--- src/rtl/johnson_decoder.sv ---
// johnson_decoder
//   Receive-side partner of a Johnson counter. Registers an N-bit Johnson code
//   word, converts it to a phase index 0..2N-1, and flags illegal words
//   (code_err) and out-of-sequence steps (step_err). A three-state lock FSM
//   qualifies the incoming stream.
//   Two-stage pipeline: stage 1 captures code_in on sample_en; stage 2 decodes,
//   checks and drives the registered outputs (2-cycle latency).
//   Optional feature macro: JOHNSON_DEC_BIDIR_EN
//     defined   -> down steps (prev-1 mod 2N) are also accepted and a 'dir'
//                  port reports the last accepted step direction (1 = down)
//     undefined -> a down step is a step_err and 'dir' does not exist
module johnson_decoder #(
  parameter int N        = 8,
  parameter int LOCK_CNT = 4,
  localparam int W       = $clog2(2*N)
) (
  input  logic         clk,
  input  logic         reset,
  input  logic [N-1:0] code_in,
  input  logic         sample_en,
  output logic [W-1:0] count_out,
  output logic         count_vld,
  output logic         locked,
  output logic         code_err,
  output logic         step_err,
  output logic [7:0]   err_count
`ifdef JOHNSON_DEC_BIDIR_EN
  ,
  output logic         dir
`endif
);

  typedef enum logic [1:0] {
    ST_UNLOCKED = 2'd0,
    ST_LOCKING  = 2'd1,
    ST_LOCKED   = 2'd2
  } lockState_t;

  localparam logic [W-1:0] LP_LAST_IDX = W'(2*N-1);
  localparam logic [3:0]   LP_LOCK_CNT = 4'(LOCK_CNT);

  // Stage 1 registers
  logic         r_s1Vld;
  logic [N-1:0] r_s1Code;

  // Stage 2 state
  lockState_t   r_state;
  logic [3:0]   r_run;
  logic [W-1:0] r_prev;

  // Decode / check wires
  logic         w_msb;
  logic [N-1:0] w_word;
  logic [N-1:0] w_wordInc;
  logic         w_legal;
  logic [W-1:0] w_pop;
  logic [W-1:0] w_idx;
  logic [W-1:0] w_prevUp;
  logic [W-1:0] w_prevDown;
  logic         w_isEq;
  logic         w_isUp;
  logic         w_isDown;
  logic         w_stepOk;
  logic         w_stepErr;
  logic         w_codeErr;
  logic [3:0]   w_runInc;

  // Stage 1: capture the code word; an idle cycle leaves the word but clears valid
  always_ff @(posedge clk) begin
    if (reset) begin
      r_s1Vld  <= 1'b0;
      r_s1Code <= '0;
    end else begin
      r_s1Vld <= sample_en;
      if (sample_en) begin
        r_s1Code <= code_in;
      end
    end
  end

  // Legality test, popcount decode and step classification of the stage-1 word
  always_comb begin
    w_msb     = r_s1Code[N-1];
    // With the MSB set the word is in its "ones draining" half; invert it so a
    // single packed-ones-at-LSB test covers both halves.
    w_word    = w_msb ? ~r_s1Code : r_s1Code;
    w_wordInc = w_word + {{(N-1){1'b0}}, 1'b1};
    w_legal   = ((w_word & w_wordInc) == '0);

    w_pop = '0;
    for (int i = 0; i < N; i++) begin
      w_pop = w_pop + W'(r_s1Code[i]);
    end
    // MSB set implies popcount >= 1, so (2N-1 - p) + 1 never leaves W bits
    w_idx = w_msb ? ((LP_LAST_IDX - w_pop) + {{(W-1){1'b0}}, 1'b1}) : w_pop;

    w_prevUp   = (r_prev == LP_LAST_IDX) ? '0 : (r_prev + {{(W-1){1'b0}}, 1'b1});
    w_prevDown = (r_prev == '0) ? LP_LAST_IDX : (r_prev - {{(W-1){1'b0}}, 1'b1});

    w_isEq   = (w_idx == r_prev);
    w_isUp   = (w_idx == w_prevUp);
    w_isDown = (w_idx == w_prevDown);
`ifdef JOHNSON_DEC_BIDIR_EN
    w_stepOk = w_isEq || w_isUp || w_isDown;
`else
    w_stepOk = w_isEq || w_isUp;
`endif

    // Code errors take priority; step errors are only meaningful once a prev exists
    w_codeErr = r_s1Vld && !w_legal;
    w_stepErr = r_s1Vld && w_legal && !w_stepOk && (r_state != ST_UNLOCKED);
    w_runInc  = r_run + 4'd1;
  end

  // Stage 2: lock FSM plus registered count/flag outputs
  always_ff @(posedge clk) begin
    if (reset) begin
      r_state   <= ST_UNLOCKED;
      r_run     <= 4'd0;
      r_prev    <= '0;
      count_out <= '0;
      count_vld <= 1'b0;
      locked    <= 1'b0;
      code_err  <= 1'b0;
      step_err  <= 1'b0;
    end else begin
      count_vld <= 1'b0;
      code_err  <= 1'b0;
      step_err  <= 1'b0;
      if (r_s1Vld) begin
        if (!w_legal) begin
          code_err <= 1'b1;
          r_state  <= ST_UNLOCKED;
          r_run    <= 4'd0;
          locked   <= 1'b0;
        end else begin
          count_vld <= 1'b1;
          count_out <= w_idx;
          r_prev    <= w_idx;
          case (r_state)
            ST_UNLOCKED: begin
              r_run <= 4'd1;
              if (LP_LOCK_CNT == 4'd1) begin
                r_state <= ST_LOCKED;
                locked  <= 1'b1;
              end else begin
                r_state <= ST_LOCKING;
              end
            end
            ST_LOCKING: begin
              if (w_stepOk) begin
                r_run <= w_runInc;
                if (w_runInc == LP_LOCK_CNT) begin
                  r_state <= ST_LOCKED;
                  locked  <= 1'b1;
                end
              end else begin
                step_err <= 1'b1;
                r_state  <= ST_UNLOCKED;
                r_run    <= 4'd0;
              end
            end
            ST_LOCKED: begin
              if (!w_stepOk) begin
                step_err <= 1'b1;
                r_state  <= ST_UNLOCKED;
                r_run    <= 4'd0;
                locked   <= 1'b0;
              end
            end
            default: begin
              r_state <= ST_UNLOCKED;
              r_run   <= 4'd0;
              locked  <= 1'b0;
            end
          endcase
        end
      end
    end
  end

  // Saturating error tally; one increment per code_err or step_err pulse
  always_ff @(posedge clk) begin
    if (reset) begin
      err_count <= 8'd0;
    end else if ((w_codeErr || w_stepErr) && (err_count != 8'hFF)) begin
      err_count <= err_count + 8'd1;
    end
  end

`ifdef JOHNSON_DEC_BIDIR_EN
  // Direction of the last accepted step; equal-index samples leave it alone
  always_ff @(posedge clk) begin
    if (reset) begin
      dir <= 1'b0;
    end else if (r_s1Vld && w_legal && w_stepOk && (r_state != ST_UNLOCKED) && !w_isEq) begin
      dir <= w_isUp ? 1'b0 : 1'b1;
    end
  end
`endif

endmodule

--- config.mk ---
export PLATFORM = sky130hd
export DESIGN_NAME = johnson_decoder
export DESIGN_NICKNAME = d
export VERILOG_FILES = /design/src/rtl/johnson_decoder.sv
export SDC_FILE = /design/constraint.sdc
export NUM_CORES = 1
export LEC_CHECK = 0
export ABC_AREA = 1
export BUFFER_PORTS_ARGS = -buffer_cell sky130_fd_sc_hd__buf_2
export CORE_MARGIN = 5
export CORE_UTILIZATION = 47
export DETAILED_ROUTE_END_ITERATION = 7
export PLACE_DENSITY = 0.65
export SETUP_SLACK_MARGIN = 0.1
export SYNTH_ARGS = -nofsm -noshare
export SYNTH_HDL_FRONTEND = slang
export SYNTH_SLANG_ARGS = --single-unit
--- constraint.sdc ---
create_clock -name clk -period 7.8 [get_ports clk]
set_input_delay 1.56 -clock clk [delete_from_list [all_inputs] [get_ports clk]]
set_output_delay 1.56 -clock clk [all_outputs]
set_load 0.02 [all_outputs]
==> reports/qor.csv, run 1 <==
metric,value,unit
grt_pass1_wl,7155,um
clock_sinks,31,
power_leakage,1.033,nW
grt_max_degree,20,
r2r_start,r_s1Code[1],
ff2ff_setup_slack,3600,ps
h-tree-depth,2,
n_antenna_cell,0,
cp_common_cell,fa_1,
intPower,0.2881,mW
cp_max_fo,6,
wl_per_cell,11.25,um
power.share.sequential,37.7,%
hold_viol_final,0,
vias,1766,
rsz0062_at_grt,no,
synth-seq-area-share,31.35,%
status,"complete, no violations",
cts-resized-gates,0,
coreArea,0.004029,mm2
fillers,405,
clockBufferDepth,2,
postSynthCellCount,277,
hold_path_startpoint,locked,
final_core_util,55.34,%
fmax,237.9,MHz
avgSynthCellArea,7.146,um2
crit_arrival,4380,ps
synth_top_area_cell,dfxtp_1,
synth_area,0.001979,mm2
startpoint,r_s1Code[1],
grt_pass1_vias,1655,
rows,23,
period_share,53.90,%
dieArea,0.005609,mm2
die_x,74.90,um
antenna_found_initial,0,
post_cts_buffers,0,
finalSetupTns,0,ps
drive_above_1_share,18.63,%
drt-vias-per-instance,4.961,
clock_latency,290,ps
post-dp-hpwl,3043,um
grt.total_usage,16.33,%
ios,27,
slowest_delay,520,ps
first_pass_iters,4,
max_cap_viol_count,0,
irDropWorstVdd,0.1350,mV
hp-class,reg2reg,
place_worst_setup_slack,3602,ps
maxSlewHeadroom,60.10,%
crit_required,7970,ps
num-nets-final,331,
regArea,620.6,um2
power_density,209.0,mW/mm2
cp-end-kind,flop,
grt_overflow,0,
finalSetupViolCount,0,
multiInputGateArea,0.001167,mm2
tightest_slew,597.8,ps
crit_path_top_delay_cell,fa_1,
cts_made_buffers,5,
fin_crit,4204,ps
drc,0,
wirelength,4006,um
drtIter0Drc,94,
cts_root_buf,clkbuf_8,
synth_nets,303,
ys_top_cells_by_area,"dfxtp_1 31%, nand2_1 9.9%, inv_1 7.2%",
start_util,49.13,%
cts_tree,built,
swShare,38.17,%
port_buffers,26,
crit_path_cell_trace,inv_1 -> fa_1 -> fa_1 -> fa_1 -> inv_1 -> ha_1 -> fa_1 -> inv_1 -> ha_1 -> nand2_1 -> nand2_1 -> nand2_1 -> nand4_1 -> nor2_2 -> nand2_2 -> nand2_4 -> nand3_4 -> nand2_4 -> inv_2 -> o21ai_1 -> nor2_1,
critPathKind,reg2reg,
skew,10.45,ps
worst_slack,3596,ps
synth_cell_type_count,31,
synth-warning-count,0,
endpoint,r_run[0],
drtAntennaViolNets,0,
power_switching,0.1778,mW
clockPowerShare,26.9,%
reg2reg_to,r_run[0],
postCtsHoldBufs,0,
reg2reg_depth,21,
path_clk_slew,70,ps
maxSlewViolCount,0,
startpoint_type,flop,
pwr-share-comb,35.5,%
yosysTopAreaCellShare,31.35,%
areaGrowthSynthToFinish,12.64,%
ys_seq_elements,31,
die_h,74.90,um
gp_congestion,0.7831,
-- registers in the layout, indices dropped and copies added (netlist names) --
name and flops:
r_run 4, r_state 2, r_s1Vld 1, step_err 1, r_prev 4, code_err 1
r_s1Code 8, err_count 8, locked 1, count_vld 1
-- metal layers --
metal	vias up	global-route usage, %	wire length (um)
met3	5	3.738	152
met4	0	6.324	53
met1	786	21.36	1993
li1	946	-	-
met2	29	26.11	1806
met5	-	0	0
-- metrics by stage --
step	std cells	cell area, um2	hold slack [ps]	power (mW)
finish	356	2230	462.0	0.4660
global route	356	2230	510.4	0.4988
CTS	356	2230	469.5	0.4704
detailed placement	348	2145	454.6	0.3445
global placement	348	2145	451.3	0.3420
floorplan	277	1979	466.5	0.3139
-- area by class of cell --
type,count,area share [%]
Clock inverter,2,0.5612
Clock buffer,6,3.255
Multi-Input combinational cell,198,52.36
Tap cell,50,2.806
Sequential cell,31,27.83
Inverter,43,7.351
Timing Repair Buffer,26,5.836
-- placed cells by master (no fill, tap or decap), types with 7 or more instances in the layout --
cell	instances
dfxtp_1	31
nand3_1	21
nor2_1	27
ha_1	11
a21oi_1	22
o21ai_1	7
buf_2	26
nand2_1	52
o21ai_0	16
inv_1	38
-- cell families after synthesis --
logic type | share of synthesized area [%]
simple gates | 30.78
buf+inv | 9.671
compound gates | 14.10
xor+xnor | 3.097
flops | 31.35
fa+ha+maj | 11.00
-- worst min-delay path by stage --
stage,end,slack (ps),cells after the start
final,locked,460,2
after global routing,locked,510,2
after CTS,locked,470,2
after detailed placement,locked,450,2
after global placement,locked,450,2
after floorplan,r_s1Code[2],470,2
-- power by group through the flow --
stage / Sequential, mW / Clock (mW) / Combinational (mW)
after floorplan: 0.180 / 0 / 0.134
after global placement: 0.179 / 0 / 0.163
after detailed placement: 0.179 / 0 / 0.165
after CTS: 0.175 / 0.128 / 0.167
after global routing: 0.177 / 0.134 / 0.187
final: 0.175 / 0.125 / 0.165
-- cell usage after synthesis --
library cell and instances:
inv_2 4, buf_6 1, nand2_1 52, nand3_4 2, inv_4 1, nand3_1 21
ha_1 11, nor3b_1 1, o21ai_2 1, nor3_1 3, a21oi_4 1, nor2_1 27
nand4_1 2, nor2_2 2, nand2_4 4, o211ai_1 2, xnor2_1 5, nand2_2 6
o21ai_0 16, o22ai_1 1, buf_2 1, dfxtp_1 31, nor4_1 2, a21oi_1 22
clkbuf_1 3, a211oi_1 1, xor2_1 2, inv_1 38, o21ai_1 7, fa_1 4
nand3_2 3
-- critical path, delay by kind of cell, from the launching register on --
kind | cells | cell delay (ps)
and+or+nand+nor | 10 | 990
AOI/OAI and AO/OA | 1 | 110
buffers and inverters | 4 | 230
DFF | 1 | 350
adders and majority gates | 6 | 2390
(Power assumes the default switching activity.)
==> run 2, diff against run 1 <==
--- a/config.mk
+++ b/config.mk
@@ -10,7 +10,7 @@
 export CORE_MARGIN = 5
 export CORE_UTILIZATION = 47
 export DETAILED_ROUTE_END_ITERATION = 7
-export PLACE_DENSITY = 0.65
+export PLACE_DENSITY = 0.68
 export SETUP_SLACK_MARGIN = 0.1
 export SYNTH_ARGS = -nofsm -noshare
 export SYNTH_HDL_FRONTEND = slang
==> constraint.sdc (replaced) <==
create_clock -name clk -period 3.39 [get_ports clk]
set_input_delay 0.678 -clock clk [delete_from_list [all_inputs] [get_ports clk]]
set_output_delay 0.678 -clock clk [all_outputs]
set_load 0.02 [all_outputs]
==> run 2 against run 1 <==
Against the previous run: the run now ends with setup timing left; flip-flop and latch count unchanged; die area unchanged; clock skew shrank 3.3 ps; global-route usage grew 1.7 points; cell count increased by 5.6%; first-iteration DRC count is 31% lower; critical path type unchanged.
==> reports/qor.csv, run 2 (synthesis gave the netlist of run 1 again) <==
metric,value,unit,change
status,finished with violations,,
violations,setup timing,,
grt_util_met1,22.30,%,+0.94 points
die_x,74.90,um,unchanged
areaGrowthSynthToFinish,31.35,%,
startpoint_type,flop,,
clockBufferDepth,2,,unchanged
clock_latency,290,ps,about the same
antenna_found_initial,0,,unchanged
ff2ff_setup_slack,-660,ps,-4260 ps
clock_sinks,31,,unchanged
reg2reg_to,r_run[2],,
hp-class,reg2reg,,
fmax,246.8,MHz,+3.8%
rows,23,,unchanged
cp_common_cell,fa_1,,
wl_per_cell,12.76,um,+13%
final_core_util,64.53,%,+9.2 points
hold_path_startpoint,locked,,
cpLargestDelayFamily,adder cells,,
power_leakage,1.189,nW,+15%
cp-end-kind,flop,,
crit_path_cell_trace,inv_2 -> fa_1 -> fa_1 -> fa_1 -> inv_1 -> ha_2 -> fa_1 -> inv_2 -> ha_4 -> nand2_4 -> nand2_2 -> nand2_1 -> nand4_1 -> nor2_2 -> nand2_4 -> nand2_8 -> nand3_4 -> nand2_4 -> inv_2 -> o21ai_1 -> nor2_1,,
finalSetupTns,-9533,ps,-9533 ps
maxSlewViolCount,0,,unchanged
r2r_start,r_s1Code[0],,
max_cap_viol_count,0,,unchanged
drc,0,,unchanged
first_pass_iters,4,,unchanged
dp_cells,364,,+4.6%
slowest_delay,540,ps,+20 ps
drtIter0Drc,65,,-31%
cp_max_fo,6,,unchanged
crit_path_top_delay_cell,fa_1,,
irDropWorstVdd,0.3615,mV,+170%
grt_pass1_vias,1808,,+9.2%
reg2reg_depth,21,,unchanged
tightest_slew,682.1,ps,+84.21 ps
cp.buffers_inverters,4,,unchanged
finalSetupViolCount,18,,+18
grt_use_met2,29.59,%,+3.5 points
fin_cells,376,,+5.6%
ios,27,,unchanged
critPathKind,reg2reg,,
power_density,527.9,mW/mm2,+150%
num-nets-final,351,,+6.0%
reg_top3,"err_count x8, r_s1Code x8",,
worst_slack,-661.7,ps,-4258 ps
min_to,locked,,
drtAntennaViolNets,0,,unchanged
holdPathStages,2,,unchanged
rsz0062_at_grt,yes,,
grt_pass1_wl,7866,um,+9.9%
p_total,1.372,mW,+190%
path_clk_slew,70,ps,about the same
skew,7.180,ps,-3.265 ps
maxSlewHeadroom,54.48,%,-5.6 points
cts_made_buffers,5,,unchanged
vias,1902,,+7.7%
grt.met3_usage,5.207,%,+1.5 points
post-dp-hpwl,3309,um,+8.7%
wirelength,4799,um,+20%
port_buffers,26,,unchanged
hold_viol_final,0,,unchanged
cts_root_buf,clkbuf_8,,
start_util,49.13,%,unchanged
fin_crit,4052,ps,-152.5 ps
crit_required,3570,ps,-4400 ps
period_share,119.5,%,+66 points
drt-vias-per-instance,5.059,,+2.0%
final_cell_mix,"43 x nand2_1, 34 x inv_1, 28 x dfxtp_1",,
grt-busiest-layer,met2,,
grt_max_degree,20,,unchanged
grt_overflow,0,,unchanged
place_worst_setup_slack,-649.6,ps,-4252 ps
layout.cells.most_common,nand2_1,,
n_antenna_cell,0,,unchanged
grt.total_usage,18.05,%,+1.7 points
gp_congestion,0.8398,,+7.2%
dieArea,0.005609,mm2,unchanged
cts_tree,built,,
die_h,74.90,um,unchanged
coreArea,0.004029,mm2,unchanged
drive_above_1_share,34.36,%,+16 points
h-tree-depth,2,,unchanged
crit_arrival,4230,ps,-150 ps
-- run 2: cell types whose count changed in the layout (fill, tap and decap cells not counted), sizes merged --
cell    before  now
buf         26   46
clkbuf       6    7
clkinv       1    0
-- run 2: final cells by class --
cell class / instances / area, um2
sequential: 31 / 624.3
timing repair buffer: 46 / 287.8
clock buffer: 7 / 96.34
multi-input combinational: 198 / 1358
inverter: 43 / 163.9
fill: 372 / 1429
tap: 50 / 62.56
clock inverter: 1 / 7.507
-- run 2: per-layer routing --
metal  share of wire [%]  routed length [um]
met3                 3.9                 189
met1                  45                2179
met4                0.60                  29
met5                   0                   0
met2                  50                2402
-- run 2: repair_timing --
action	4_1_cts	5_1_grt
hold buffers	0	0
resized for setup	12	31
buffers inserted	4	2
pin swaps	16	10
endpoints found under the setup margin	19	19
cloned	0	0
-- run 2: worst max-delay path by stage --
stage               end  cells after the start  slack, ps        start
2_1_floorplan  r_run[2]                     21       -450  r_s1Code[0]
3_3_place_gp   r_run[2]                     21       -570  r_s1Code[0]
3_5_place_dp   r_run[2]                     21       -650  r_s1Code[0]
4_1_cts        r_run[2]                     21       -630  r_s1Code[0]
5_1_grt        r_run[2]                     21       -820  r_s1Code[0]
6_report       r_run[2]                     21       -660  r_s1Code[0]
-- run 2: worst min-delay path: cells and delay by family (launching register included) --
| kind | cells | cell delay (ps) |
|---|---|---|
| simple gates | 2 | 130 |
| flops | 1 | 310 |
-- run 2: metrics by stage --
stage	hold WS (ps)	area, um2
after floorplan	462.4	2007
final	467.4	2600
after CTS	472.0	2455
after global routing	502.8	2600
after global placement	449.5	2292
after detailed placement	454.0	2292
-- run 2: report_power, final --
part | internal, mW | total [mW] | switching (mW)
clock network | 0.185 | 0.338 | 0.154
registers | 0.384 | 0.404 | 0.0197
logic | 0.270 | 0.630 | 0.360
total | 0.839 | 1.37 | 0.533
==> run 3, diff against run 2 <==
--- a/config.mk
+++ b/config.mk
@@ -7,7 +7,7 @@
 export LEC_CHECK = 0
 export ABC_AREA = 1
 export BUFFER_PORTS_ARGS = -buffer_cell sky130_fd_sc_hd__buf_2
-export CORE_MARGIN = 5
+export CORE_MARGIN = 1
 export CORE_UTILIZATION = 47
 export DETAILED_ROUTE_END_ITERATION = 7
 export PLACE_DENSITY = 0.68
==> run 3 against run 2 <==
Against the previous run: the run still ends with setup timing left; die area decreased by 20%; setup slack better by 2.4 ps; global-route usage rose by 4.3 points; first-iteration DRC count up 23%; design area fell by 3.2%; clock power shrank 10%; flip-flop and latch count stayed put; clock-buffer cell count down 1; critical path depth did not move; hold slack worse by 0.86 ps; sequential power barely moved.
==> reports/qor.csv, run 3 (synthesis gave the netlist of run 1 again) <==
metric,value,unit,change
clockBufferDepth,2,,unchanged
clock_latency,290,ps,about the same
violations,setup timing,,
startpoint,r_s1Code[0],,
grt_max_degree,20,,unchanged
slowest_delay,550,ps,about the same
cp.depth,21,,unchanged
hp-class,reg2reg,,
finalSetupViolCount,17,,-1
crit_arrival,4240,ps,about the same
crit_path_top_delay_cell,fa_1,,
wl_per_cell,11.95,um,-6.4%
worst_slack,-659.4,ps,+2.354 ps
status,finished with violations,,
power_density,504.1,mW/mm2,-4.5%
drc,0,,unchanged
first_pass_iters,4,,unchanged
rows,23,,unchanged
power_leakage,1.156,nW,-2.8%
num-nets-final,349,,-0.57%
fin_crit,4049,ps,-2.354 ps
cp.buffers_inverters,4,,unchanged
period_share,119.5,%,about the same
tightest_slew,659.4,ps,-22.66 ps
r2r_start,r_s1Code[0],,
irDropWorstVdd,0.3300,mV,-8.7%
path_clk_slew,70,ps,about the same
layout.cells.most_common,nand2_1,,
reg2reg_depth,21,,unchanged
port_buffers,26,,unchanged
grt.total_usage,22.31,%,+4.3 points
die_h,66.90,um,-11%
vias,1891,,-0.58%
cp-end-kind,flop,,
coreArea,0.004029,mm2,unchanged
areaGrowthSynthToFinish,27.12,%,
place_area,0.002292,mm2,unchanged
drtAntennaViolNets,0,,unchanged
rsz0062_at_grt,yes,,
startpoint_type,flop,,
maxSlewHeadroom,55.99,%,+1.5 points
grt_overflow,0,,unchanged
die_x,66.90,um,-11%
critPathKind,reg2reg,,
fmax,247.0,MHz,about the same
skew,7.372,ps,+0.1918 ps
cp_common_cell,fa_1,,
final_core_util,62.45,%,-2.1 points
endpoint,r_run[0],,
crit_required,3580,ps,about the same
gp_congestion,0.7960,,-5.2%
cts_root_buf,clkbuf_8,,
drive_above_1_share,32.20,%,-2.2 points
clock_sinks,31,,unchanged
h-tree-depth,2,,unchanged
fillers,380,,+2.2%
reg2reg_to,r_run[0],,
drtIter0Drc,80,,+23%
post-dp-hpwl,3114,um,-5.9%
maxSlewViolCount,0,,unchanged
crit_path_cell_trace,inv_2 -> fa_1 -> fa_1 -> fa_1 -> inv_1 -> ha_2 -> fa_1 -> inv_2 -> ha_4 -> nand2_4 -> nand2_4 -> nand2_2 -> nand3_2 -> nor2_2 -> nand3_2 -> nand2_4 -> nand3_4 -> nand2_8 -> inv_4 -> o21ai_2 -> nor2_1,,
grt_pass1_wl,7327,um,-6.9%
hold_viol_final,0,,unchanged
cts_tree,built,,
n_antenna_cell,0,,unchanged
dieArea,0.004475,mm2,-20%
drt-vias-per-instance,5.070,,+0.22%
ff2ff_setup_slack,-660,ps,about the same
reg_top3,"err_count x8, r_s1Code x8",,
max_cap_viol_count,0,,unchanged
start_util,49.13,%,unchanged
cp_max_fo,6,,unchanged
antenna_found_initial,0,,unchanged
cpLargestDelayFamily,adder cells,,
cts_made_buffers,5,,unchanged
wirelength,4458,um,-7.1%
final_cell_mix,"42 x nand2_1, 35 x inv_1, 29 x dfxtp_1",,
ios,27,,unchanged
grt_pass1_vias,1662,,-8.1%
final_area,0.002516,mm2,-3.2%
==> run 3: changes by cell type in the layout (fill, tap and decap cells not counted), sizes merged <==
cell	previous run	this run
buf	46	44
clkinv	0	1
clkbuf	7	6
clkinvlp	1	0
==> run 3: repair_timing <==
action	in CTS	in global routing
cloned	0	0
hold buffers	0	0
endpoints found under the setup margin	19	19
pin swaps	11	11
resized for setup	9	22
setup buffers	1	1
==> run 3: cell type report <==
type	count	area (um2)	area share, %
multi-input cells	198	1311	52.11
flip-flops and latches	31	623.1	24.76
repair buffers	44	265.3	10.54
inverters	43	166.4	6.614
clock buffers	6	82.58	3.282
well taps	50	62.56	2.486
clock inverters	1	5.005	0.1989
==> run 3: metal layers <==
metal / vias up / track usage (%) / share of wire, %
li1: 982 / - / -
met1: 858 / 27.86 / 46
met2: 42 / 35.86 / 48
met3: 9 / 4.281 / 3.3
met4: 0 / 11.70 / 2.4
met5: - / 0 / 0
==> run 3: worst min-delay path by stage <==
stage | to | start | cells after the start
finish | locked | locked | 2
global route | locked | locked | 2
CTS | locked | locked | 2
detailed placement | locked | locked | 2
global placement | locked | locked | 2
floorplan | r_state[1] | r_state[1] | 2
==> run 3: power by group <==
part           switching (mW)  leakage [nW]  internal, mW
sequential             0.0192         0.254         0.384
clock                   0.145        0.0470         0.159
combinational           0.328         0.854         0.234
total                   0.492          1.16         0.777
==> run 3: per-stage QoR <==
stage	hold WS, ps	setup TNS (ps)	std cells	setup WS [ps]	power (mW)
after global placement	448.4	-8077	364	-577.1	0.8758
after global routing	520.0	-12750	373	-855.0	1.347
after detailed placement	455.1	-9327	364	-645.8	0.8904
after floorplan	462.4	-6201	277	-454.8	0.7533
final	466.5	-9564	373	-659.4	1.268
after CTS	470.9	-9217	372	-637.6	1.240
==> run 3: worst reg2reg max path, delay by kind of cell, from the launching register on <==
family / cells / cell delay, ps
AOI/OAI and AO/OA: 1 / 100
and+or+nand+nor: 10 / 980
buffers and inverters: 4 / 180
DFF: 1 / 330
adders and majority gates: 6 / 2380
